<file path="config.mk">
export PLATFORM = sky130hd
export DESIGN_NAME = golden_nonce_reporter_flat
export DESIGN_NICKNAME = d
export VERILOG_FILES = /design/src/rtl/golden_nonce_reporter_if.sv /design/src/rtl/golden_nonce_reporter.sv /design/src/flat_wrapper.sv
export SDC_FILE = /design/constraint.sdc
export NUM_CORES = 1
export LEC_CHECK = 0
export ABC_AREA = 1
export CAP_MARGIN = 25
export CORE_ASPECT_RATIO = 1.75
export CORE_MARGIN = 4
export CORE_UTILIZATION = 35
export CTS_BUF_LIST = sky130_fd_sc_hd__clkbuf_4 sky130_fd_sc_hd__clkbuf_8
export CTS_CLUSTER_DIAMETER = 80
export DETAILED_ROUTE_END_ITERATION = 8
export DONT_BUFFER_PORTS = 1
export GPL_TIMING_DRIVEN = 0
export HOLD_SLACK_MARGIN = 0.06
export SLEW_MARGIN = 5
export SYNTH_ARGS = -nofsm -noshare
export SYNTH_HDL_FRONTEND = slang
export SYNTH_SLANG_ARGS = --single-unit
</file>
<file path="constraint.sdc">
create_clock -name hash_clk -period 4.6 [get_ports hash_clk]
set_clock_uncertainty 0.1 [all_clocks]
set_input_delay 1.15 -clock hash_clk [delete_from_list [all_inputs] [get_ports hash_clk]]
set_output_delay 1.15 -clock hash_clk [all_outputs]
set_load 0.02 [all_outputs]
</file>
<file path="src/rtl/golden_nonce_reporter_if.sv">
// rtl/golden_nonce_reporter_if.sv - nonce input and UART/status outputs bundled for the reporter
interface golden_nonce_reporter_if #(
   parameter int FIFO_LOG2 = 2
);
   logic                 nonce_valid;
   logic [31:0]          nonce_in;
   logic                 uart_tx;
   logic                 busy;
   logic [FIFO_LOG2:0]   fifo_count;
   logic [7:0]           dropped_count;

   modport master (
      output nonce_valid, nonce_in,
      input  uart_tx, busy, fifo_count, dropped_count
   );

   modport slave (
      input  nonce_valid, nonce_in,
      output uart_tx, busy, fifo_count, dropped_count
   );
endinterface

</file>
<file path="src/rtl/golden_nonce_reporter.sv">
// rtl/golden_nonce_reporter.sv - queues golden nonces and sends each as four 8N1 bytes, MSB byte first
module golden_nonce_reporter #(
   parameter int CLKS_PER_BIT = 868,
   parameter int FIFO_LOG2    = 2
) (
   input  logic                     hash_clk,
   input  logic                     reset,
   golden_nonce_reporter_if.slave   bus
);
   localparam int DEPTH = 1 << FIFO_LOG2;
   localparam int CNT_W = $clog2(CLKS_PER_BIT);

   localparam logic [CNT_W-1:0]     BIT_LAST   = CNT_W'(CLKS_PER_BIT - 1);
   localparam logic [CNT_W-1:0]     BIT_ONE    = 1;
   localparam logic [FIFO_LOG2-1:0] PTR_ONE    = 1;
   localparam logic [FIFO_LOG2:0]   CNT_ONE    = 1;
   localparam logic [FIFO_LOG2:0]   FULL_COUNT = (FIFO_LOG2 + 1)'(DEPTH);

   typedef enum logic [2:0] {IDLE, LOAD, START, DATA, STOP} state_t;

   logic [31:0]          mem [DEPTH];
   logic [FIFO_LOG2-1:0] wr_ptr;
   logic [FIFO_LOG2-1:0] rd_ptr;
   logic [FIFO_LOG2:0]   count;
   logic [7:0]           dropped;

   state_t               state;
   logic [31:0]          shreg;
   logic [1:0]           byte_idx;
   logic [2:0]           bit_idx;
   logic [CNT_W-1:0]     bit_cnt;
   logic                 tx;

   logic                 pop;
   logic                 full;
   logic                 push_ok;
   logic [7:0]           cur_byte;

   // LOAD is the only popper; a pop in the same cycle frees room for a push even when full
   assign pop      = (state == LOAD);
   assign full     = (count == FULL_COUNT);
   assign push_ok  = bus.nonce_valid && (!full || pop);
   assign cur_byte = shreg[31:24];

   assign bus.uart_tx       = tx;
   assign bus.busy          = (state != IDLE);
   assign bus.fifo_count    = count;
   assign bus.dropped_count = dropped;

   // FIFO storage; contents need no reset because count gates every read
   always_ff @(posedge hash_clk) begin
      if (!reset && push_ok) begin
         mem[wr_ptr] <= bus.nonce_in;
      end
   end

   // FIFO pointers, occupancy and saturating drop counter
   always_ff @(posedge hash_clk) begin
      if (reset) begin
         wr_ptr  <= '0;
         rd_ptr  <= '0;
         count   <= '0;
         dropped <= '0;
      end else begin
         if (push_ok) begin
            wr_ptr <= wr_ptr + PTR_ONE;
         end
         if (pop) begin
            rd_ptr <= rd_ptr + PTR_ONE;
         end
         case ({push_ok, pop})
            2'b10:   count <= count + CNT_ONE;
            2'b01:   count <= count - CNT_ONE;
            default: count <= count;
         endcase
         if (bus.nonce_valid && !push_ok && dropped != 8'hFF) begin
            dropped <= dropped + 8'd1;
         end
      end
   end

   // Transmit FSM; uart_tx is registered and set to the level of the state being entered
   always_ff @(posedge hash_clk) begin
      if (reset) begin
         state    <= IDLE;
         tx       <= 1'b1;
         shreg    <= '0;
         byte_idx <= '0;
         bit_idx  <= '0;
         bit_cnt  <= '0;
      end else begin
         case (state)
            IDLE: begin
               tx <= 1'b1;
               if (count != '0) begin
                  state <= LOAD;
               end
            end
            LOAD: begin
               shreg    <= mem[rd_ptr];
               byte_idx <= '0;
               bit_cnt  <= '0;
               tx       <= 1'b0;
               state    <= START;
            end
            START: begin
               if (bit_cnt == BIT_LAST) begin
                  bit_cnt <= '0;
                  bit_idx <= '0;
                  tx      <= cur_byte[0];
                  state   <= DATA;
               end else begin
                  bit_cnt <= bit_cnt + BIT_ONE;
               end
            end
            DATA: begin
               if (bit_cnt == BIT_LAST) begin
                  bit_cnt <= '0;
                  if (bit_idx == 3'd7) begin
                     tx    <= 1'b1;
                     state <= STOP;
                  end else begin
                     bit_idx <= bit_idx + 3'd1;
                     tx      <= cur_byte[bit_idx + 3'd1];
                  end
               end else begin
                  bit_cnt <= bit_cnt + BIT_ONE;
               end
            end
            STOP: begin
               if (bit_cnt == BIT_LAST) begin
                  bit_cnt <= '0;
                  if (byte_idx == 2'd3) begin
                     state <= IDLE;
                  end else begin
                     byte_idx <= byte_idx + 2'd1;
                     shreg    <= {shreg[23:0], 8'h00};
                     tx       <= 1'b0;
                     state    <= START;
                  end
               end else begin
                  bit_cnt <= bit_cnt + BIT_ONE;
               end
            end
            default: begin
               tx    <= 1'b1;
               state <= IDLE;
            end
         endcase
      end
   end
endmodule

</file>
<file path="src/flat_wrapper.sv">
// flat-port wrapper written by rule: the top's interface ports become plain ports
module golden_nonce_reporter_flat 
#(
   parameter int CLKS_PER_BIT = 868,
   parameter int FIFO_LOG2    = 2
)
  (hash_clk, reset, bus_nonce_valid, bus_nonce_in, bus_uart_tx, bus_busy, bus_fifo_count, bus_dropped_count);
  golden_nonce_reporter_if #(.FIFO_LOG2(FIFO_LOG2)) bus_i ();
  input  logic hash_clk;
  input  logic reset;
  input wire logic [$bits(bus_i.nonce_valid)-1:0] bus_nonce_valid;
  input wire logic [$bits(bus_i.nonce_in)-1:0] bus_nonce_in;
  output wire logic [$bits(bus_i.uart_tx)-1:0] bus_uart_tx;
  output wire logic [$bits(bus_i.busy)-1:0] bus_busy;
  output wire logic [$bits(bus_i.fifo_count)-1:0] bus_fifo_count;
  output wire logic [$bits(bus_i.dropped_count)-1:0] bus_dropped_count;
  assign bus_i.nonce_valid = bus_nonce_valid;
  assign bus_i.nonce_in = bus_nonce_in;
  assign bus_uart_tx = bus_i.uart_tx;
  assign bus_busy = bus_i.busy;
  assign bus_fifo_count = bus_i.fifo_count;
  assign bus_dropped_count = bus_i.dropped_count;
  golden_nonce_reporter #(.CLKS_PER_BIT(CLKS_PER_BIT), .FIFO_LOG2(FIFO_LOG2)) u_core (.hash_clk(hash_clk), .reset(reset), .bus(bus_i));
endmodule
</file>
==> metrics.md, run 1 <==
| Metric | Value |
|---|---|
| Cell at the root of the clock tree | sky130_fd_sc_hd__clkbuf_8 |
| Worst rel slew slack | 0.5939 |
| Gates resized, CTS repair | 0 |
| Placer's final routability congestion estimate | 0.8314 |
| Count of non-filler cells in the finished layout | 1,241 |
| Worst Setup End Kind | flop |
| Number of I/O port buffers | 0 |
| Clock tree from TritonCTS | done |
| Number of hold-slack violations in the final timing report | 0 |
| Register cell area after layout | 5205 sq um |
| Share of the core filled with cells | 0.3961 |
| Seq/Total Area, Yosys | 0.6181 |
| Crit-path max FO | 26 |
| Clock latency at the later pin of the worst-skew pair | 0.48 ns |
| Clock tree buffer depth | 2 |
| R2r endpoint | u_core.mem[1][26] |
| Type of the tightest min-delay check | flop to flop |
| Total clock sinks | 196 |
| Cell Area, Synth | 8421 sq um |
| Startpoint of the worst-slack reg-to-reg timing path | u_core.bus.fifo_count[0] |
| Status | completed |
| Final Critical Period | 2.843 ns |
| Hold path depth | 1 |
| DR vias/cell | 4.831 |
| Data required time of the worst path | 4.67 ns |
| Total number of vias | 5,995 |
| Gate Count Post-Synth | 901 |
| Height of the die | 213.2 microns |
| Vias in the first global route | 6,008 |
| Number of antenna violations at the first check in global routing | 0 |
| Die extent in x | 125.3 microns |
| Data arrival time at the worst-slack endpoint | 2.92 ns |
| DRC errors left | 0 |
| Clock transition at the registers of the reported paths | 0.09 ns |
| First-pass detailed-route iteration total | 6 |
| Boundary Pins | 48 |
| Total clock buffers created by CTS | 17 |
| Setup Viol. Count Final | 0 |
| Power per cell area | 494.6 nW/um^2 |
| DRT iter0 DRCs | 357 |
| Critical Path Start Type | input port |
| Number of nets in the layout | 969 |
| Area used by multi-input combinational logic | 2731 sq um |
| Max-slew violation count | 0 |
| Full die area | 26,700 sq um |
| Number of flip-flops and latches in the synthesized netlist | 196 |
| Number of max-cap violations | 0 |
| Yosys Warn Count | 0 |
| Number of antenna-violating nets in the routed design | 0 |
| Worst reg2reg path depth | 7 |
| Starting utilization of the core area | 0.3581 |
| Post-synth net total | 946 |
| Standard-cell rows | 74 |
| Area growth from synthesis to layout | 10.62% |
| Achievable Freq | 0.3517 GHz |
| Count of buffers added by post-CTS timing repair for setup | 0 |
| Post-Syn Area per Cell | 9.346 sq um |
| Core box area | 23,520 sq um |
| Number of different library cells in the post-synthesis netlist | 32 |
| Half-perimeter wire length after placement | 13,580 microns |
| First-pass GRT wire length | 29,970 microns |
| Static leakage | 0.003553 uW |
| Total routing usage reported by global routing | 0.1435 |
| Wire length reported by the detailed router | 19,090 microns |
| Drt wl/cell | 15.38 microns |
| Global route total overflow | 0 |
| Start-to-end type of the worst setup path | input port to flop |
| Most frequent standard cell in the layout excluding fill and tap cells | sky130_fd_sc_hd__nor2_1 |
| Pin count of the biggest net entering global routing | 28 |
| Reg-to-reg setup timing slack | 2.20 ns |
| Peak supply drop | 0.2084 mV |
| Fill cell total of the finished layout | 2,420 |
| Slew at the pin with the worst max-slew slack | 0.6092 ns |
| H-tree lvl count | 4 |
| Antenna diode instance count | 0 |
| Fraction of final layout cells with drive strength greater than 1 | 0.08751 |
| Hold Startpoint | u_core.rd_ptr[1] |
| Setup repair after global routing missed its margin | no |
| Final period utilization | 0.6181 |
| Hold buffer count at cts | 0 |
| Commonest cells after routing, fill and taps aside | sky130_fd_sc_hd__nor2_1, sky130_fd_sc_hd__nand2_1, sky130_fd_sc_hd__edfxtp_1 |
| Post-placement cell count | 1,209 |
[worst max-delay path by stage]
stage	slack [ns]	end	startpoint	cells past startpoint
after floorplan	0.93	u_core.mem[0][0]	reset	5
after global placement	-0.56	u_core.mem[1][21]	reset	5
after detailed placement	1.22	u_core.mem[3][22]	reset	6
after CTS	1.75	u_core.mem[3][27]	reset	6
after global routing	1.64	u_core.mem[1][28]	reset	6
final	1.76	u_core.mem[1][26]	reset	6
[power breakdown]
part	switching [uW]	total (uW)	internal [uW]	leakage, uW
Sequential	110	2170	2060	0.00172
Clock	635	1140	504	0.000200
Combinational	876	1290	418	0.00164
[cells by family after synthesis]
family                   count (synthesis)  synth area share
XOR/XNOR                                 5          0.005200
AO/OA/AOI/OAI                          147           0.09004
adder cells (fa/ha/maj)                 10           0.01575
AND/OR/NAND/NOR                        422            0.2098
flip-flops                             196            0.6181
buffers and inverters                  121           0.06107
[state kept, by name, indices dropped and copies added, names as in the netlist, named ones only]
name                      cells
u_core.bus.uart_tx            1
u_core.bit_cnt               10
u_core.mem                  128
u_core.byte_idx               2
u_core.bus.fifo_count         3
u_core.wr_ptr                 2
u_core.state                  3
u_core.bit_idx                3
u_core.bus.dropped_count      8
u_core.rd_ptr                 2
u_core.shreg                 32
[Yosys cell counts (all sizes together)]
master	number	area, sq um
clkbuf	22	82.58
nor2	177	684.4
xnor2	1	8.760
o21ai	95	475.5
o211ai	1	7.510
and3	1	6.260
nand3b	2	15.01
dfxtp	68	1361
nand2	170	655.6
o22ai	16	100.1
edfxtp	128	3844
fa	1	20.02
nand4	8	50.05
nand3	56	300.3
a21oi	35	175.2
nor3	8	55.05
clkinv	1	3.750
inv	79	296.5
ha	9	112.6
buf	19	131.4
xor2	4	35.03
[metrics by stage]
stage | hold WS (ns) | cell area, sq um | TNS, ns | setup slack [ns] | power [uW]
after detailed placement | 0.3349 | 8911 | 0 | 1.221 | 3520
after global routing | 0.3738 | 9315 | 0 | 1.642 | 4889
after CTS | 0.3450 | 9315 | 0 | 1.748 | 4653
final | 0.3447 | 9315 | 0 | 1.757 | 4608
after floorplan | 0.3123 | 8421 | 0 | 0.9262 | 3144
after global placement | 0.3242 | 8801 | -68.94 | -0.5607 | 3491
[metal layers]
metal / wire, microns / up-vias / global-route usage
li1: - / 3042 / -
met1: 7045 / 2818 / 0.1378
met2: 10750 / 100 / 0.2843
met3: 752 / 35 / 0.03304
met4: 542 / 0 / 0.06774
met5: 0 / - / 0
[layout make-up]
class	instances	area share
sequential	196	0.5588
clock buffer	18	0.02592
tap	304	0.04083
multi-input combinational	584	0.2932
buffer	41	0.02297
inverter	80	0.03224
clock inverter	14	0.01746
timing repair buffer	4	0.008596
[worst max-delay path, cell delays in order]
cell                       delay [ns]
sky130_fd_sc_hd__clkbuf_1        0.19
sky130_fd_sc_hd__inv_1           0.22
sky130_fd_sc_hd__clkbuf_1        0.38
sky130_fd_sc_hd__nand2_1         0.34
sky130_fd_sc_hd__nor2_4          0.35
sky130_fd_sc_hd__buf_12          0.24
(Power assumes the default switching activity.)
==> inputs of run 2 (changes only) <==
==> constraint.sdc (replaced) <==
create_clock -name hash_clk -period 2.6 [get_ports hash_clk]
set_clock_uncertainty 0.1 [all_clocks]
set_input_delay 0.65 -clock hash_clk [delete_from_list [all_inputs] [get_ports hash_clk]]
set_output_delay 0.65 -clock hash_clk [all_outputs]
set_load 0.02 [all_outputs]
==> run 2 against run 1 <==
Effect of this change:
- utilization grew 0.56 points
- setup slack got worse by 1.5 ns
- clock power up 85%
- critical path depth up 1
- via count increased by 1.1%
- sequential share of layout area down 0.78 points
- critical path type is now flop to flop
- critical endpoint is now u_core.mem[3][27]
==> metrics.md, run 2 (synthesized netlist as in run 1, its figures left out) <==
| Metric | Value |
|---|---|
| H-tree lvl count | 4 (unchanged) |
| Fin worst setup slack | 0.2642 ns (-1.493 ns) |
| Number of max-cap violations | 0 (unchanged) |
| Setup Viol. Count Final | 0 (unchanged) |
| Core box area | 23,520 sq um (unchanged) |
| Full die area | 26,700 sq um (unchanged) |
| Area after DPL | 8911 sq um (unchanged) |
| Final setup TNS | 0 ns (unchanged) |
| Final period utilization | 0.8984 |
| Placer's final routability congestion estimate | 0.8391 (+0.93%) |
| Total number of vias | 6,062 (+1.1%) |
| Number of antenna violations at the first check in global routing | 1 (+1) |
| Global route total overflow | 0 (unchanged) |
| Most frequent standard cell in the layout excluding fill and tap cells | sky130_fd_sc_hd__nor2_1 |
| Hold buffer count at cts | 0 (unchanged) |
| WP buf/inv | 1 (-3) |
| Total clock sinks | 196 (unchanged) |
| Boundary Pins | 48 (unchanged) |
| Clock tree from TritonCTS | done |
| DR vias/cell | 4.826 (about the same) |
| Number of flip-flops in the largest register | 128 (unchanged) |
| Drt wl/cell | 15.25 microns (-0.82%) |
| Number of antenna-violating nets in the routed design | 0 (unchanged) |
| First-pass GRT wire length | 30,190 microns (+0.74%) |
| DRC errors left | 0 (unchanged) |
| Number of hold-slack violations in the final timing report | 0 (unchanged) |
| Number of I/O port buffers | 0 (unchanged) |
| Crit path max-delay family | simple AND/OR/NAND/NOR gates |
| Reg with most FFs | u_core.mem |
| Clock latency at the later pin of the worst-skew pair | 0.49 ns (about the same) |
| Type of the tightest min-delay check | input port to flop |
| Data required time of the worst path | 2.68 ns (-1.99 ns) |
| Vias in the first global route | 5,940 (-1.1%) |
| Worst path cell trace | nor2_1, nand2_1, nor2_4, nor2_1, nand2_1, nor2_4, buf_12 |
| Clock tree buffer depth | 2 (unchanged) |
| Cell at the root of the clock tree | sky130_fd_sc_hd__clkbuf_8 |
| Final Critical Period | 2.336 ns |
| Peak supply drop | 0.4300 mV (+110%) |
| Worst rel slew slack | 0.6010 (+0.007073) |
| First-pass detailed-route iteration total | 4 (-2) |
| Achievable Freq | 0.4281 GHz |
| Setup slack at placement | -0.3268 ns (-1.548 ns) |
| Fraction of final layout cells with drive strength greater than 1 | 0.1020 (+0.01448) |
| Power per cell area | 874.3 nW/um^2 (+77%) |
| Area growth from synthesis to layout | 12.18% |
| Data arrival time at the worst-slack endpoint | 2.42 ns (-0.50 ns) |
| Static leakage | 0.003644 uW (+2.5%) |
| DRT iter0 DRCs | 310 (-13%) |
| Standard-cell rows | 74 (unchanged) |
| Share of the core filled with cells | 0.4017 (+0.005586) |
| Critical Path Start Type | flop |
| Final instance area | 9447 sq um (+1.4%) |
| Total routing usage reported by global routing | 0.1448 (+0.001238) |
| Top flop regs | u_core.mem: 128 flops, u_core.shreg: 32 flops, u_core.bit_cnt: 10 flops |
| Setup repair after global routing missed its margin | no |
| Crit-path max FO | 26 (unchanged) |
| Fill cell total of the finished layout | 2,385 (-1.4%) |
| Worst Setup End Kind | flop |
| Pin count of the biggest net entering global routing | 27 (-3.6%) |
| Critical-path cell with the highest stage delay | sky130_fd_sc_hd__dfxtp_1 |
| Crit-path max cell delay | 0.52 ns (+0.14 ns) |
| Commonest cells after routing, fill and taps aside | sky130_fd_sc_hd__nor2_1, sky130_fd_sc_hd__nand2_1, sky130_fd_sc_hd__edfxtp_1 |
| Total clock buffers created by CTS | 17 (unchanged) |
| Die extent in x | 125.3 microns (unchanged) |
| Height of the die | 213.2 microns (unchanged) |
| Clock transition at the registers of the reported paths | 0.10 ns (about the same) |
| Status | completed |
| Wire length reported by the detailed router | 19,160 microns (+0.38%) |
| Max-slew violation count | 0 (unchanged) |
| Starting utilization of the core area | 0.3581 (unchanged) |
| Half-perimeter wire length after placement | 13,770 microns (+1.4%) |
| Slew at the pin with the worst max-slew slack | 0.5985 ns (-0.01061 ns) |
| Number of nets in the layout | 983 (+1.4%) |
| Start-to-end type of the worst setup path | flop to flop |
## run 2: through the flow
stage                     cells  hold slack [ns]  total power, uW
after floorplan             901           0.3123             5564
after global placement     1205           0.3235             6170
after detailed placement   1209           0.3324             6218
after CTS                  1241           0.1145             8310
after global routing       1256           0.1047             8777
final                      1256           0.1487             8259
## run 2: what timing repair did
item	CTS	global route
setup buffers	0	14
resized for setup	0	0
endpoints found under the setup margin	0	77
## run 2: worst paths after layout
kind                                          startpoint           endpoint  slack, ns  cells past startpoint
worst min register to register          u_core.rd_ptr[1]               flop       0.35                      1
worst max register to register  u_core.bus.fifo_count[0]  u_core.mem[3][27]       0.26                      7
worst max-delay path            u_core.bus.fifo_count[0]  u_core.mem[3][27]       0.26                      7
worst min-delay path                     bus_nonce_in[2]   u_core.mem[1][2]       0.15                      0
## run 2: per-layer routing
metal	vias to the layer above	global-route usage	share of wire
met3	24	0.03429	0.037
met4	0	0.06437	0.021
met1	2873	0.1412	0.38
li1	3070	-	-
met5	-	0	0
met2	95	0.2854	0.57
## run 2: cell type report
cell class | instances | area [sq um] | share of cell area
Tap cell | 304 | 380.4 | 0.04026
Clock inverter | 15 | 193.9 | 0.02053
Timing Repair Buffer | 18 | 185.2 | 0.01960
Antenna cell | 1 | 2.502 | 0.0002649
Inverter | 80 | 300.3 | 0.03179
Clock buffer | 17 | 234.0 | 0.02477
Multi-Input combinational cell | 584 | 2731 | 0.2891
Buffer | 41 | 214.0 | 0.02265
Sequential cell | 196 | 5205 | 0.5510
## run 2: where the power goes
part	switching [uW]	leakage, uW	internal (uW)
Sequential	197	0.00172	3650
Clock	1130	0.000215	977
Combinational	1550	0.00171	758
==> inputs of run 3 (changes only) <==
--- a/config.mk
+++ b/config.mk
@@ -9,13 +9,14 @@
 export CAP_MARGIN = 25
 export CORE_ASPECT_RATIO = 1.75
 export CORE_MARGIN = 4
-export CORE_UTILIZATION = 35
+export CORE_UTILIZATION = 57
 export CTS_BUF_LIST = sky130_fd_sc_hd__clkbuf_4 sky130_fd_sc_hd__clkbuf_8
 export CTS_CLUSTER_DIAMETER = 80
 export DETAILED_ROUTE_END_ITERATION = 8
 export DONT_BUFFER_PORTS = 1
 export GPL_TIMING_DRIVEN = 0
 export HOLD_SLACK_MARGIN = 0.06
+export PLACE_DENSITY = 0.75
 export SLEW_MARGIN = 5
 export SYNTH_ARGS = -nofsm -noshare
 export SYNTH_HDL_FRONTEND = slang
==> run 3 against run 2 <==
Effect of this change:
- sequential power barely moved
- utilization increased by 23 points
- non-clock buffer count shrank 14
- die area is 37% lower
- setup slack worse by 0.080 ns
- clock power is 8% lower
- wire length fell by 9.5%
- critical path type unchanged
- critical endpoint is now u_core.mem[2][20]
- largest cell class unchanged
- largest power group unchanged
==> metrics.md, run 3 (synthesized netlist as in run 1, its figures left out) <==
| Metric | Value |
|---|---|
| Fraction of final layout cells with drive strength greater than 1 | 0.08858 (-0.01342) |
| Number of I/O port buffers | 0 (unchanged) |
| Commonest cells after routing, fill and taps aside | sky130_fd_sc_hd__nor2_1, sky130_fd_sc_hd__nand2_1, sky130_fd_sc_hd__edfxtp_1 |
| Routed length on met1 | 6558 microns (-8.8%) |
| Clock transition at the registers of the reported paths | 0.12 ns (+0.02 ns) |
| Critical-path cell with the highest stage delay | sky130_fd_sc_hd__dfxtp_1 |
| Crit-path max cell delay | 0.54 ns (+0.02 ns) |
| DRT iter0 DRCs | 300 (-3.2%) |
| Total clock buffers created by CTS | 17 (unchanged) |
| Height of the die | 168.8 microns (-21%) |
| H-tree lvl count | 4 (unchanged) |
| Total routing usage reported by global routing | 0.2153 (+0.07051) |
| Setup repair after global routing missed its margin | no |
| Drt wl/cell | 15.53 microns (+1.8%) |
| Most frequent standard cell in the layout excluding fill and tap cells | sky130_fd_sc_hd__nor2_1 |
| Fill cell total of the finished layout | 1,167 (-51%) |
| Number of flip-flops in the largest register | 128 (unchanged) |
| Clock tree from TritonCTS | done |
| Placer's final routability congestion estimate | 0.8724 (+4.0%) |
| Number of antenna-violating nets in the routed design | 0 (unchanged) |
| Uppermost layer routed | met4 |
| Final period utilization | 0.9290 (+0.03058) |
| Total number of vias | 6,005 (-0.94%) |
| Number of max-cap violations | 0 (unchanged) |
| Number of nets in the layout | 969 (-1.4%) |
| Area after DPL | 8756 sq um (-1.7%) |
| Status | completed |
| Stages on worst setup path | 7 (unchanged) |
| Static leakage | 0.003557 uW (-2.4%) |
| Half-perimeter wire length after placement | 12,210 microns (-11%) |
| Register cell area after layout | 5205 sq um (unchanged) |
| Data required time of the worst path | 2.67 ns (about the same) |
| First-pass detailed-route iteration total | 5 (+1) |
| Antenna diode instance count | 0 (-1) |
| Worst rel slew slack | 0.6187 (+0.01777) |
| Top flop regs | u_core.mem: 128 flops, u_core.shreg: 32 flops, u_core.bit_cnt: 10 flops |
| Power per cell area | 877.1 nW/um^2 (+0.32%) |
| Cell at the root of the clock tree | sky130_fd_sc_hd__clkbuf_8 |
| Wire length reported by the detailed router | 17,350 microns (-9.5%) |
| Setup slack at placement | -0.1978 ns (+0.1290 ns) |
| Starting utilization of the core area | 0.5831 (+0.2250) |
| Crit-path max FO | 25 (-3.8%) |
| Start-to-end type of the worst setup path | flop to flop |
| Worst reg2reg path depth | 7 (unchanged) |
| DRC errors left | 0 (unchanged) |
| Pin count of the biggest net entering global routing | 29 (+7.4%) |
| Sum of met3 wire segment lengths after detailed routing | 834 microns (+18%) |
| WP buf/inv | 1 (unchanged) |
| DR vias/cell | 5.376 (+11%) |
| Clock latency at the later pin of the worst-skew pair | 0.47 ns (-0.02 ns) |
| Clock tree buffer depth | 2 (unchanged) |
| Area used by multi-input combinational logic | 2731 sq um (unchanged) |
| Routed met2 length | 9252 microns (-15%) |
| Hold buffer count at cts | 0 (unchanged) |
| Final Critical Period | 2.415 ns (+0.07951 ns) |
| Crit path max-delay family | simple AND/OR/NAND/NOR gates |
| Boundary Pins | 48 (unchanged) |
| Die extent in x | 99.88 microns (-20%) |
| Standard-cell rows | 58 (-22%) |
| Fin worst setup slack | 0.1847 ns (-0.07951 ns) |
| Hold path depth | 0 (unchanged) |
| Reg with most FFs | u_core.mem |
| Number of antenna violations at the first check in global routing | 0 (-1) |
| Slew at the pin with the worst max-slew slack | 0.5719 ns (-0.02665 ns) |
| Full die area | 16,860 sq um (-37%) |
| Peak supply drop | 0.6658 mV (+55%) |
| Final instance area | 9171 sq um (-2.9%) |
| Core box area | 14,440 sq um (-39%) |
| Post-layout total power | 8044 uW (-2.6%) |
| Worst Setup End Kind | flop |
| Data arrival time at the worst-slack endpoint | 2.48 ns (+0.06 ns) |
| Area growth from synthesis to layout | 8.915% |
| Type of the tightest min-delay check | input port to flop |
| Gates resized, CTS repair | 0 (unchanged) |
| Count of buffers added by post-CTS timing repair for setup | 0 (unchanged) |
| Critical Path Start Type | flop |
| Achievable Freq | 0.4140 GHz (-3.3%) |
| Total clock sinks | 196 (unchanged) |
| Max-slew violation count | 0 (unchanged) |
| Vias in the first global route | 5,920 (-0.34%) |
| Global route total overflow | 0 (unchanged) |
| First-pass GRT wire length | 28,080 microns (-7.0%) |
| Worst path cell trace | nor2_1, nand2_1, nor2_4, nor2_1, nand2_1, nor2_4, buf_12 |
| Number of hold-slack violations in the final timing report | 0 (unchanged) |
| Setup Viol. Count Final | 0 (unchanged) |
-- run 3: worst paths after layout --
| path | from | endpoint | slack (ns) |
|---|---|---|---|
| max | u_core.bus.fifo_count[0] | u_core.mem[2][20] | 0.18 |
| min | bus_nonce_in[2] | u_core.mem[3][2] | 0.17 |
| max reg2reg | u_core.bus.fifo_count[0] | u_core.mem[2][20] | 0.18 |
| min reg2reg | u_core.rd_ptr[1] | flop | 0.35 |
-- run 3: cell type report --
cell class                 instances  area share
inverter                          80     0.03274
sequential                       196      0.5675
buffer                            41     0.02333
tap                              180     0.02456
clock buffer                      18     0.02633
timing repair buffer               4    0.008731
multi-input combinational        584      0.2978
clock inverter                    14     0.01896
-- run 3: metrics by stage --
stage | hold slack (ns) | util | TNS (ns) | instances
4_1_cts | 0.1503 | 0.6351 | 0 | 1117
5_1_grt | 0.1282 | 0.6351 | 0 | 1117
2_1_floorplan | 0.3123 | - | -12.16 | 901
3_3_place_gp | 0.3231 | 0.5994 | -130.76 | 1081
6_report | 0.1677 | 0.6351 | 0 | 1117
3_5_place_dp | 0.3311 | 0.6063 | -16.48 | 1085
-- run 3: per-layer routing --
layer,vias to the layer above,global-route usage
met3,49,0.05072
met2,140,0.3899
li1,3044,-
met5,-,0
met1,2772,0.2232
met4,0,0.1201
-- run 3: worst register-to-register path, stage by stage (launching register included) --
cell and delay [ns]:
sky130_fd_sc_hd__dfxtp_1 0.54, sky130_fd_sc_hd__nor2_1 0.12, sky130_fd_sc_hd__nand2_1 0.14, sky130_fd_sc_hd__nor2_4 0.06, sky130_fd_sc_hd__nor2_1 0.23, sky130_fd_sc_hd__nand2_1 0.29, sky130_fd_sc_hd__nor2_4 0.36, sky130_fd_sc_hd__buf_12 0.24
-- run 3: report_power, final --
part | switching (uW) | internal [uW] | total (uW)
Sequential | 197 | 3650 | 3850
Combinational | 1520 | 740 | 2260
Clock | 1200 | 746 | 1940
